<file path="src/rtl/tdc_measure_ctrl.sv">
// tdc_measure_ctrl: coarse time-to-digital measurement controller.
// It waits for an arm request, then times the interval from a start pulse to
// a stop pulse in clk cycles, with a per-measurement timeout.
// It also pulses fine_latch so the fine delay-line taps can be captured.
// Optional macro TDC_AUTO_REARM_EN: after a result is consumed, the block
// goes back to ARMED and keeps the previous timeout limit, instead of
// returning to IDLE.
module tdc_measure_ctrl #(
  parameter int unsigned CNT_W = 16  // valid range 4..32
) (
  input  logic             clk,
  input  logic             rst,
  input  logic             arm,
  input  logic             abort,
  input  logic             start_pulse,
  input  logic             stop_pulse,
  input  logic [CNT_W-1:0] cfg_timeout,
  output logic             busy,
  output logic             fine_latch,
  output logic [CNT_W-1:0] result_count,
  output logic             result_ovf,
  output logic             result_valid,
  input  logic             result_ready
);

  typedef enum logic [1:0] {
    S_IDLE,
    S_ARMED,
    S_COUNT,
    S_DONE
  } state_t;

  state_t           r_state;
  state_t           w_state_nxt;
  logic [CNT_W-1:0] r_count;
  logic [CNT_W-1:0] r_limit;
  logic [CNT_W-1:0] r_result;
  logic             r_ovf;
  logic             r_fine;

  logic [CNT_W-1:0] w_count_inc;
  logic             w_arm_acc;
  logic             w_start_acc;
  logic             w_stop_acc;
  logic             w_timeout;

  // counter + 1 is the interval length if the measurement ends on this cycle
  assign w_count_inc = r_count + CNT_W'(1);
  assign w_arm_acc   = (r_state == S_IDLE)  && arm;
  assign w_start_acc = (r_state == S_ARMED) && start_pulse;
  assign w_stop_acc  = (r_state == S_COUNT) && stop_pulse;
  // stop wins over timeout when both land on the same cycle
  assign w_timeout   = (r_state == S_COUNT) && !stop_pulse && (w_count_inc == r_limit);

  assign busy         = (r_state == S_ARMED) || (r_state == S_COUNT);
  assign result_valid = (r_state == S_DONE);
  assign fine_latch   = r_fine;
  assign result_count = r_result;
  assign result_ovf   = r_ovf;

  // state register
  always_ff @(posedge clk) begin
    if (!rst) r_state <= S_IDLE;
    else      r_state <= w_state_nxt;
  end

  // next-state selection; abort overrides every other request
  always_comb begin
    w_state_nxt = r_state;
    if (abort) begin
      w_state_nxt = S_IDLE;
    end else begin
      unique case (r_state)
        S_IDLE:  if (arm)                      w_state_nxt = S_ARMED;
        S_ARMED: if (start_pulse)              w_state_nxt = S_COUNT;
        S_COUNT: if (w_stop_acc || w_timeout)  w_state_nxt = S_DONE;
        S_DONE: begin
          if (result_ready) begin
`ifdef TDC_AUTO_REARM_EN
            w_state_nxt = S_ARMED;
`else
            w_state_nxt = S_IDLE;
`endif
          end
        end
        default: w_state_nxt = S_IDLE;
      endcase
    end
  end

  // timeout limit, coarse counter, result fields and fine-latch pulse
  always_ff @(posedge clk) begin
    if (!rst) begin
      r_count  <= '0;
      r_limit  <= '0;
      r_result <= '0;
      r_ovf    <= 1'b0;
      r_fine   <= 1'b0;
    end else begin
      r_fine <= 1'b0;
      if (abort) begin
        r_count <= '0;
      end else begin
        // a zero timeout means the longest interval the counter can represent
        if (w_arm_acc) r_limit <= (cfg_timeout == '0) ? '1 : cfg_timeout;
        if (w_start_acc) begin
          r_count <= '0;
          r_fine  <= 1'b1;
        end
        if (w_stop_acc) begin
          r_result <= w_count_inc;
          r_ovf    <= 1'b0;
          r_fine   <= 1'b1;
        end else if (w_timeout) begin
          r_result <= r_limit;
          r_ovf    <= 1'b1;
        end else if (r_state == S_COUNT) begin
          r_count <= w_count_inc;
        end
      end
    end
  end

endmodule
</file>
<file path="config.mk">
export PLATFORM = sky130hd
export DESIGN_NAME = tdc_measure_ctrl
export DESIGN_NICKNAME = d
export VERILOG_FILES = /design/src/rtl/tdc_measure_ctrl.sv
export SDC_FILE = /design/constraint.sdc
export NUM_CORES = 1
export LEC_CHECK = 0
export ABC_AREA = 1
export CAP_MARGIN = 5
export CORE_ASPECT_RATIO = 1.1
export CORE_MARGIN = 2
export CORE_UTILIZATION = 60
export DETAILED_ROUTE_END_ITERATION = 8
export PLACE_DENSITY = 0.86
export RECOVER_POWER = 100
export SETUP_SLACK_MARGIN = 0.15
export SYNTH_ARGS = -nofsm -noshare
export SYNTH_HDL_FRONTEND = slang
export SYNTH_SLANG_ARGS = --single-unit
</file>
<file path="constraint.sdc">
create_clock -name clk -period 3.91 [get_ports clk]
set_clock_uncertainty 0.15 [all_clocks]
set_input_delay 0.9775 -clock clk [delete_from_list [all_inputs] [get_ports clk]]
set_output_delay 0.9775 -clock clk [all_outputs]
set_load 0.01 [all_outputs]
</file>
## Word-level counts from Yosys, hierarchy flattened

Index checks and enable logic that the tools add are counted.

- Output and inout port bits: 20
- Logic and storage cells: 48
- Register bits: 52
- Input port bits: 23

- Reductions and logical operators: 15
- Add/sub/neg operators: 1
- Bitwise gates (word level): 2
- Multiplexer cells: 16
- Eq/ne operators: 8

Operator list:

| kind | number |
|---|---|
| $mux W16 | 7 |
| $add A16 B1 Y16 const B | 1 |
| $eq A16 B16 Y1 | 1 |
| $logic_not A16 Y1 | 1 |
| $mux W2 | 4 |
| $pmux W2 S4 | 1 |
| $logic_and A1 B1 Y1 | 5 |
| $eq A2 B2 Y1 const B | 2 |
| $mux W1 | 4 |
| $ne A2 B1 Y1 const B | 2 |
| $ne A2 B2 Y1 const B | 2 |
| $reduce_and A2 Y1 | 2 |
| $reduce_and A4 Y1 | 1 |
| $eq A2 B1 Y1 const B | 1 |
| $logic_not A2 Y1 | 1 |
| $logic_or A1 B1 Y1 | 2 |
| $not A1 Y1 | 2 |
| $reduce_bool A2 Y1 | 1 |
| $reduce_or A2 Y1 | 1 |
| $logic_not A1 Y1 | 1 |

## Depth between registers and ports, before layout

- Depth in word-level cells: 6
- Depth in mapped cells: 18
- Mapped depth without buffers: 17

## Worst setup path before layout

OpenSTA, ideal clock, no wires.

- Kind: input-to-reg
- Start: input stop_pulse
- End: register r_result[0], in the netlist result_count[0]
- Data arrival time: 2.215 ns
- Buffers on the path: 1
- Cell stages on the path: 15
- Slack: 1.412 ns
- Required time: 3.628 ns
- Setup time: 0.132 ns
- Cells stage by stage: clkinv_1 nand2_1 nor2_1 nand3_1 nor2_1 nand2_1 nor2_1 nand3_1 nor2_1 nand2_1 nand2_2 nand2_2 buf_2 nand2_1 a21oi_1

- Cells in the longest elaborated chain, start to end: 5
- Elaborated cells on any way between the ends: 7
- Those cells by class: mux: 1; reduce/logical: 6

RTL lines:

| item | RTL line | text |
|---|---|---|
| start: declaration | 16 | `input logic stop_pulse,` |
| $logic_not A1 Y1 | 53 | `assign w_timeout = (r_state == S_COUNT) && !stop_pulse && (w_count_inc == r_limit);` |
| $logic_and A1 B1 Y1 (2 in series) | 53 |  |
| $reduce_bool A2 Y1 (no line) | - |  |
| $reduce_and A2 Y1 (no line) | - |  |
| end signal: assignment | 111 | `r_result <= w_count_inc;` |
| end signal: assignment | 115 | `r_result <= r_limit;` |
| end: declaration | 37 | `logic [CNT_W-1:0] r_result;` |

Several ways; a longest one is shown, not always the timed one.
A chain may end at the register's enable or synchronous reset.

## Final worst setup path

- Start: input stop_pulse
- End: register r_result[6], in the netlist result_count[6]

The elaborated chain is that of the path after synthesis.

==> flow_summary.ini <==
[pwr]
vdd_ir_drop_max_mv = 0.2455
power.static_leakage_nw = 1.646
power-per-cell-area_nw_per_um2 = 294.4
pnr_total_power_w = 0.001138

[clock_tree]
clock_tree_from_tritoncts = built
clk-insertion-delay-late_ps = 310
post-cts-setup-buffer-count = 0
post_cts_hold_buffer_count = 0
quantity_of_gates_resized_following_cts = 0
clock_sinks = 52
clock_tree.htree_level_count = 2
path_clk_slew_ps = 90
ctsLongestPathBuffers = 2
numCtsBuffers = 5
clk_root_buffer_cell = sky130_fd_sc_hd__clkbuf_8

[timing]
grt_setup_unrepaired = no
maxSlewHeadroom_pct = 35.46
final.setup.tns_ps = 0
finalHoldWorstSlack_ps = 307.0
final_min_period_over_clock_period_pct = 85.91
setup_slack_ps = 551.1
finalWorstPathRequiredPeriod_ps = 3359
timing_max_transition_violations_final = 0
report.final.hold_viol_count = 0
timing.final.setup_violations = 0
worst_margin_pin_slew_ps = 965.4
max_freq_ghz = 0.2977

[logic_synthesis]
post_synth_main_area_contributors = sky130_fd_sc_hd__dfxtp_1 32%, sky130_fd_sc_hd__nand2_1 18%, sky130_fd_sc_hd__nand3_1 8.0%, sky130_fd_sc_hd__a21oi_1 6.7%, sky130_fd_sc_hd__o21ai_0 5.9%
synth.yosys.seq_area_share_pct = 31.55
synth_top_area_share_pct = 31.55
yosysWarnings = 0
synth_edf_count = 0
synth_async_sr_flop_share_pct = 0
synthesis.nets = 568
synth.lib_cells_used.distinct = 26
postSynth.topFlopCell = sky130_fd_sc_hd__dfxtp_1
synthCells = 539
netlist_top_cells_count = 157 x sky130_fd_sc_hd__nand2_1, 53 x sky130_fd_sc_hd__nand3_1, 52 x sky130_fd_sc_hd__dfxtp_1
synth.largest_area_cell = sky130_fd_sc_hd__dfxtp_1
mean_post_synth_cell_area_um2 = 6.121
yosys.cell_count.top_type = sky130_fd_sc_hd__nand2_1
yosys_register_bits = 52
mappedNetlistArea_um2 = 3299

[detailed_routing]
postRouteAntennaNets = 0
drt_pre_antenna_iters = 6
wl_per_cell_um = 13.90
drc_errors = 0
num_vias = 3678
route.final.wire_length_mm = 9.076
detailedRoute.firstIterationViolations = 407
vias_per_cell = 5.632

[worst_setup_path]
regToRegStartpoint = r_count[0]
critPathLaunch = stop_pulse
worstPathBufferInverterCount = 2
worst_ep_required_time_ps = 3950
startpoint_type = input port
timing.critical_path.cells = clkdlybuf4s50_1 > clkinv_1 > nand2_1 > nor2_1 > nand3_1 > nor2_1 > nand2_1 > nor2_1 > nand3_1 > nor2_1 > nand2_1 > nand2_1 > nand2_2 > nand2_1 > a21oi_1
critical_path_arrival_ps = 3400
biggest_cell_delay_along_the_critical_path_ps = 510
reg2reg_depth = 14
reg2reg_setup_slack_ps = 600
timing.critical_path.fanout_max = 23
crit_path_end_kind = flip-flop
slowest_stage = sky130_fd_sc_hd__nand2_1
worstReg2RegEnd = r_count[9]
criticalPathCategory = input port to flip-flop
critPathMostFrequentCell = sky130_fd_sc_hd__nand2_1
cp_top_delay_family = simple AND/OR/NAND/NOR gates

[outcome]
run_status = finished clean

[placement]
gp_congestion = 0.9990
place.detailed.hpwl_mm = 6.794
pre_cts_ws_ps = 490.2
port_buffers = 42

[floorplanning]
die_w_um = 74.71
placeableCoreArea_um2 = 5360
rows = 28
die_h_um = 81.78
start_util_pct = 61.55
die_area_um2 = 6109
pin_count = 43

[flow_run]
maxCapViolations = 0

[global_route]
grt_pass1_wl_mm = 15.08
antenna_violations_before_repair = 0
grt_max_degree = 26
grt_pass1_vias = 3219
grt.total_usage_pct = 32.10
grt_overflow_total = 0

[layout]
syn2layout_area_growth_pct = 17.14
antenna-diode-count = 0
drive_above_1_share_pct = 5.017
layout.nets = 606

[hold_path]
worst_hold_path.endpoint = result_ovf
timing.hold.worst.class = flip-flop to flip-flop
holdPathStages = 2
hold_path.startpoint = result_ovf
[stage by stage]
stage               instances  utilization, %  instance area [um^2]
floorplan                 539               -                  3299
global placement          645           70.42                  3775
detailed placement        645           70.42                  3775
CTS                       653           72.43                  3882
global route              653           72.11                  3865
finish                    653           72.11                  3865
[layer usage]
layer / global-route usage (%) / part of all wire (%) / up-vias / routed length (um)
met4: 12.50 / 3.4 / 0 / 309
met1: 41.70 / 42 / 1616 / 3801
met3: 5.767 / 8.2 / 36 / 745
met5: 0 / 0 / - / 0
met2: 52.57 / 46 / 177 / 4220
li1: - / - / 1849 / -
[placed cells by master, fill, tap and decap left out, types with 15 or more instances in the layout]
cell	instances
sky130_fd_sc_hd__a21oi_1	44
sky130_fd_sc_hd__clkdlybuf4s50_1	20
sky130_fd_sc_hd__dfxtp_1	52
sky130_fd_sc_hd__dlygate4sd3_1	22
sky130_fd_sc_hd__inv_1	51
sky130_fd_sc_hd__nand2_1	158
sky130_fd_sc_hd__nand3_1	54
sky130_fd_sc_hd__nand4_1	15
sky130_fd_sc_hd__nor2_1	49
sky130_fd_sc_hd__nor3_1	16
sky130_fd_sc_hd__o21ai_0	43
[worst min-delay path, cell delays in order (launching register included)]
cell and delay, ps:
sky130_fd_sc_hd__dfxtp_1 320, sky130_fd_sc_hd__inv_1 50, sky130_fd_sc_hd__a21oi_1 50
[cells by family after synthesis]
kind of cell / after synthesis / synth area share (%)
flip-flops: 52 / 31.55
AND/OR/NAND/NOR: 313 / 42.59
AO/OA/AOI/OAI: 94 / 14.45
adder cells (fa/ha/maj): 6 / 2.275
buffers and inverters: 74 / 9.139
[how the worst max path moves through the flow]
stage	to	cells after the start
floorplan	result_count[0]	15
global placement	result_count[12]	15
detailed placement	result_count[6]	15
CTS	result_count[6]	15
global route	result_count[15]	15
finish	result_count[6]	15
[flip-flops by register name, summed over array words and instances (netlist names)]
name and cells:
r_count 16, r_limit 16, result_count 16, r_state 2
fine_latch 1, result_ovf 1
[power breakdown]
group	internal, W	switching (W)
combinational	0.0000765	0.000124
clock	0.000190	0.000181
sequential	0.000548	0.0000188
total	0.000815	0.000323
[layout make-up]
| type | count | area, um^2 |
|---|---|---|
| Timing Repair Buffer | 49 | 473.0 |
| Fill cell | 488 | 1495 |
| Sequential cell | 52 | 1041 |
| Clock inverter | 2 | 35.03 |
| Clock buffer | 6 | 72.57 |
| Multi-Input combinational cell | 413 | 1939 |
| Tap cell | 75 | 93.84 |
| Inverter | 56 | 210.2 |
Power figures use the tool's default switching activity.
